**src/rtl/if_stage.sv**
```systemverilog
// Instruction fetch stage with IF/ID register: one outstanding IMem request, 1-entry hold buffer, EX redirect flush.
// Optional IF_MISALIGN_CHK_EN: misaligned redirect targets raise sticky IF_Misalign and keep the old PC.
module if_stage #(
    parameter logic [31:0] RESET_PC = 32'h0000_0000,
    parameter logic [31:0] NOP_INST = 32'h0000_0013
) (
    input  logic        clk,
    input  logic        rst,
    input  logic        ID_Stall,
    input  logic        EX_PCSel,
    input  logic [31:0] EX_Target,
    output logic        IMem_Req,
    output logic [31:0] IMem_Addr,
    input  logic        IMem_Valid,
    input  logic [31:0] IMem_Rdata,
    output logic [31:0] ID_Inst,
    output logic [31:0] ID_PC,
    output logic        ID_Valid
`ifdef IF_MISALIGN_CHK_EN
    ,
    output logic        IF_Misalign
`endif
);

    typedef enum logic [1:0] {
        S_REQ  = 2'd0,
        S_WAIT = 2'd1,
        S_HOLD = 2'd2,
        S_DROP = 2'd3
    } state_t;

    state_t      state_q, state_d;
    logic [31:0] pc_q, pc_d;
    logic [31:0] hold_q, hold_d;
    logic [31:0] id_inst_q, id_inst_d;
    logic [31:0] id_pc_q, id_pc_d;
    logic        id_valid_q, id_valid_d;
    logic        tgt_bad;
    logic [31:0] pc_inc;

`ifdef IF_MISALIGN_CHK_EN
    logic misalign_q, misalign_d;
    assign tgt_bad     = (EX_Target[1:0] != 2'b00);
    assign IF_Misalign = misalign_q;
`else
    assign tgt_bad = 1'b0;
`endif

    assign pc_inc    = pc_q + 32'd4;
    assign IMem_Req  = rst & (state_q == S_REQ) & ~EX_PCSel;
    assign IMem_Addr = pc_q;
    assign ID_Inst   = id_inst_q;
    assign ID_PC     = id_pc_q;
    assign ID_Valid  = id_valid_q;

    always_comb begin
        state_d    = state_q;
        pc_d       = pc_q;
        hold_d     = hold_q;
        id_inst_d  = id_inst_q;
        id_pc_d    = id_pc_q;
        id_valid_d = id_valid_q;
`ifdef IF_MISALIGN_CHK_EN
        misalign_d = misalign_q;
`endif
        if (EX_PCSel) begin
            // Redirect beats stall and response; an in-flight fetch must still be drained.
            id_inst_d  = NOP_INST;
            id_valid_d = 1'b0;
            if (!tgt_bad) begin
                pc_d = EX_Target;
            end
`ifdef IF_MISALIGN_CHK_EN
            else begin
                misalign_d = 1'b1;
            end
`endif
            case (state_q)
                S_WAIT, S_DROP: state_d = IMem_Valid ? S_REQ : S_DROP;
                default:        state_d = S_REQ;
            endcase
        end else begin
            if (!ID_Stall) begin
                // Decode takes the current word this cycle; bubble unless refilled below.
                id_inst_d  = NOP_INST;
                id_valid_d = 1'b0;
            end
            case (state_q)
                S_REQ: state_d = S_WAIT;
                S_WAIT: begin
                    if (IMem_Valid) begin
                        if (ID_Stall) begin
                            hold_d  = IMem_Rdata;
                            state_d = S_HOLD;
                        end else begin
                            id_inst_d  = IMem_Rdata;
                            id_pc_d    = pc_q;
                            id_valid_d = 1'b1;
                            pc_d       = pc_inc;
                            state_d    = S_REQ;
                        end
                    end
                end
                S_HOLD: begin
                    if (!ID_Stall) begin
                        id_inst_d  = hold_q;
                        id_pc_d    = pc_q;
                        id_valid_d = 1'b1;
                        pc_d       = pc_inc;
                        state_d    = S_REQ;
                    end
                end
                S_DROP: begin
                    if (IMem_Valid) begin
                        state_d = S_REQ;
                    end
                end
                default: state_d = S_REQ;
            endcase
        end
    end

    always_ff @(posedge clk or negedge rst) begin
        if (!rst) begin
            state_q    <= S_REQ;
            pc_q       <= RESET_PC;
            hold_q     <= 32'd0;
            id_inst_q  <= NOP_INST;
            id_pc_q    <= 32'd0;
            id_valid_q <= 1'b0;
`ifdef IF_MISALIGN_CHK_EN
            misalign_q <= 1'b0;
`endif
        end else begin
            state_q    <= state_d;
            pc_q       <= pc_d;
            hold_q     <= hold_d;
            id_inst_q  <= id_inst_d;
            id_pc_q    <= id_pc_d;
            id_valid_q <= id_valid_d;
`ifdef IF_MISALIGN_CHK_EN
            misalign_q <= misalign_d;
`endif
        end
    end

endmodule

```
**config.mk**
```make
export PLATFORM = sky130hd
export DESIGN_NAME = if_stage
export DESIGN_NICKNAME = d
export VERILOG_FILES = /design/src/rtl/if_stage.sv
export SDC_FILE = /design/constraint.sdc
export NUM_CORES = 1
export LEC_CHECK = 0
export CORE_ASPECT_RATIO = 2
export CORE_UTILIZATION = 40
export CTS_CLUSTER_SIZE = 25
export DETAILED_ROUTE_END_ITERATION = 8
export GPL_TIMING_DRIVEN = 0
export PLACE_DENSITY = 0.7
export SETUP_SLACK_MARGIN = 0.05
export SYNTH_ARGS = -nofsm -noshare
export SYNTH_HDL_FRONTEND = slang
export SYNTH_SLANG_ARGS = --single-unit
```
**constraint.sdc**
```tcl
create_clock -name clk -period 4.3 [get_ports clk]
set_clock_uncertainty 0.1 [all_clocks]
set_input_delay 1.075 -clock clk [delete_from_list [all_inputs] [get_ports clk]]
set_output_delay 1.075 -clock clk [all_outputs]
set_load 0.01 [all_outputs]
```
Word-level counts from Yosys, hierarchy flattened
Index checks and enable logic that the tools add are counted.

Bits in registers: 131. Latch bits: 0. Memory bits (writable): 0. ROM bits: 0. Input bits: 69. Output and inout bits: 98. Logic and storage cells: 51. Memories kept: 0.

$add $sub $neg: 1. Multipliers: 0. Div/mod/pow operators: 0. $lt $le $gt $ge: 0. Equal/unequal tests: 7. Shifts and indexed selects: 0. Mux-type cells: 26. Bitwise gates (word level): 3. Reduce and logical (&&, ||, !) cells: 8.

Operators by type and width (number): 2-to-1 mux 32 bit (10); case mux 32 bit (2 select lines) (3); adder 32 x 3 -> 32 bit, second input constant (1); 2-to-1 mux 2 bit (7); inequality test 3 bit, second input constant (3); case mux 2 bit (4 select lines) (1); AND reduction 3 bit (2); equality test 2 bit, second input constant (2); 2-to-1 mux 1 bit (4); AND reduction 4 bit (1); nonzero test 3 bit (1); bitwise AND 1 bit (2); equality test 2 x 1 -> 1 bit, second input constant (1); logical NOT 2 bit (1); inequality test 2 bit, second input constant (1); case mux 1 bit (2 select lines) (1); AND reduction 2 bit (1); nonzero test 2 bit (1); OR reduction 2 bit (1); NOT 1 bit (1).

Longest topological paths before layout
Depth in word-level cells: 5. Mapped depth: 9. Mapped depth without buffers: 6.

Worst setup path after synthesis
OpenSTA, ideal clock, no wires.

Path type: input to output. Start: input EX_PCSel. End: output IMem_Req. Data arrival time: 1677 ps. Data required time: 3125 ps. Slack: 1448 ps. Stages: 3. Buffers on the path: 1. Cell sequence: clkinv_1 clkbuf_1 and3_1.

Word-level cells in the longest chain between the ends: 2.

RTL lines: start, declared (RTL line 10) `input logic EX_PCSel,`; NOT 1 bit (no line); bitwise AND 1 bit (RTL line 50) `assign IMem_Req = rst & (state_q == S_REQ) & ~EX_PCSel;`; end, declared (RTL line 12) `output logic IMem_Req,`.

No other way between the ends.

Worst setup path in the final report
Ends and elaborated chain as after synthesis.

==> impl_metrics.yaml <==
clock_network:
  cts_sinks: 131
  cts-htree-levels: 4
  cts_root_buf: "clkbuf_16"
  cts_tree: "built"
  cts_max_path_buffers: 2
  cts.clk_slew.worst_paths_ns: 0.06
  clk_latency_ns: 0.41
  cts-resized-gates: 0
  cts_buffers: 17
  cts_setup_buffers: 0
  hold_buffers: 0
die:
  dieArea_um2: 17000
  die_h_um: 183
  die_w_um: 92.6
  core_area_um2: 15900
  ios: 167
  initial_core_util_pct: 41.2
  rows: 65
route:
  ant_nets: 0
  firstDrtPassIters: 6
  drt-initial-drc-count: 223
  num_vias: 5817
  wirelength_um: 19400
  drc: 0
  vias_per_cell: 5.50
  wl_per_cell_um: 18.4
logic_synthesis:
  synthFlopType: "dfrtp_1"
  ys_types: 46
  async_flop_share_pct: 100
  synth_area_leaders: "dfrtp_1 (49%), mux2_2 (11%), a21oi_1 (4.5%)"
  netlist.area_leader.share_pct: 48.8
  synth_top_area_cell: "dfrtp_1"
  avgSynthCellArea_um2: 9.97
  ys_ff_latch: 131
  synthesis.instances: 659
  synth_edf_count: 0
  synth_nets: 734
  ys_warn_count: 0
  yosysSeqAreaShare_pct: 50.0
  syn-cell-area_um2: 6570
sta:
  setup_viol_count_final: 0
  rsz0062_at_grt: "false"
  worst_pin_slew_ns: 0.713
  relSlewSlack_pct: 52.5
  fin_crit_ns: 4.05
  slew_viol_final: 0
  fin_crit_sh_pct: 94.2
  hold_violations: 0
  fmax_mhz: 247
  fin_tns_setup_ns: 0
finish:
  seq_area_um2: 3280
  multi_input_area_um2: 3040
  nFillCells: 1479
  antenna_cells: 0
  final_util_pct: 56.8
  final_cell_mix: "clkdlybuf4s50_1 (164), dfrtp_1 (128), nand2_1 (77), mux2_2 (63), a21oi_1 (59)"
  final_common_cell: "clkdlybuf4s50_1"
  fin_nets: 919
  area.growth.synth_to_final_pct: 37.8
  drive_gt1_share_pct: 13.4
critical_path:
  rrSetupSlack_ns: 1.42
  worstSetupStartpointType: "input pin"
  critPathKind: "input pin to output port"
  worstPathArrival_ns: 2.88
  critPathMaxStageDelay_ns: 0.55
  critPathMaxFanout: 10
  end_kind: "output port"
  r2r_cells: 7
  worst_r2r_endpoint: "ID_PC[3]"
  path_cells: "clkdlybuf4s50_1 -> clkinv_1 -> clkbuf_1 -> and3_1 -> clkdlybuf4s50_1"
  crit_required_ns: 3.12
  cp_slowest_cell: "clkdlybuf4s50_1"
  rr_startpoint: "state_q[1]"
  cp_common_cell: "clkdlybuf4s50_1"
power:
  p_leak_nw: 3.49
  power.density_nw_per_um2: 516
  ir_drop_uv: 271
  power_mw: 4.67
worst_hold_path:
  min_from: "hold_q[22]"
  worstHoldPathType: "flop to flop"
  min_path_cells: 1
  whs_endpoint: "hold_q[22]"
status:
  status: "complete, no violations"
grt:
  grt_use_total_pct: 23.9
  grt_max_degree: 68
  grt_pass1_wl_um: 31100
  grt_pass1_vias: 5958
  globalRouteOverflowTotal: 0
  antenna_found_initial: 0
placement:
  port_buffers: 165
  globalplace.congestion: 0.831
  dpl.hpwl_um: 14400
job:
  cap_violations: 0
stage by stage:
stage / area (um^2) / std cells / setup slack, ns / hold slack (ns)
after floorplan: 6570 / 659 / 1.45 / 0.371
after global placement: 8470 / 1025 / -4.18 / 0.368
after detailed placement: 8500 / 1026 / 0.258 / 0.385
after CTS: 9050 / 1057 / 0.256 / 0.397
after global routing: 9050 / 1057 / 0.105 / 0.406
final: 9050 / 1057 / 0.247 / 0.395
layout make-up:
cell class / instances / area share, %
Buffer: 50 / 2.31
Clock buffer: 19 / 4.89
Clock inverter: 12 / 1.20
Inverter: 10 / 0.415
Multi-Input combinational cell: 468 / 33.6
Sequential cell: 131 / 36.3
Tap cell: 201 / 2.78
Timing Repair Buffer: 166 / 18.6
sequential cells by signal, summed over array words and instances, names as in the netlist:
name	cells
ID_Valid	1
hold_q	32
state_q	2
IMem_Addr	32
ID_Inst	32
ID_PC	32
Yosys cell counts, types with 4 or more instances:
master	n
or3_1	4
mux2_1	4
dfrtp_1	128
xnor2_1	6
nor4_1	4
o31ai_1	18
ha_1	6
a31oi_1	25
clkbuf_1	35
mux2_2	63
inv_1	9
nand3_1	9
o21ai_0	34
o21ai_1	13
and2_1	31
nand4_1	9
nand2_1	77
buf_1	5
nand3b_1	29
nor2_1	31
buf_2	8
or4_1	17
a21oi_1	59
cell families after synthesis:
family | count (synthesis) | synth area share (%)
compound gates | 157 | 13.5
simple gates | 229 | 18.9
mux | 69 | 11.8
xor+xnor | 7 | 0.934
flops | 131 | 50.0
fa+ha+maj | 6 | 1.14
buf+inv | 60 | 3.75
worst max-delay path by stage:
stage               startpoint        to  slack [ns]  cells past startpoint
finish                EX_PCSel  IMem_Req        0.25                      5
global route          EX_PCSel  IMem_Req        0.11                      5
CTS                   EX_PCSel  IMem_Req        0.26                      5
detailed placement    EX_PCSel  IMem_Req        0.26                      5
global placement           rst  IMem_Req       -4.18                      3
floorplan             EX_PCSel  IMem_Req        1.45                      3
critical path: cells and delay by family:
| family | cells | cell delay, ns |
|---|---|---|
| simple gates | 1 | 0.22 |
| buf+inv | 4 | 1.57 |
metal layers:
metal	wire length, um	global-route usage [%]	share of wire [%]	up-vias
met2	11100	45.2	57	190
met3	667	3.77	3.4	51
li1	-	-	-	2735
met5	0	0	0	-
met1	6990	24.7	36	2841
met4	668	12.3	3.4	0
power by group:
part / total [mW] / switching (mW) / internal (mW) / leakage, nW
clock network: 1.35 / 0.547 / 0.807 / 0.269
registers: 1.81 / 0.206 / 1.61 / 1.61
logic: 1.51 / 0.700 / 0.808 / 1.61
Power figures use the tool's default switching activity.
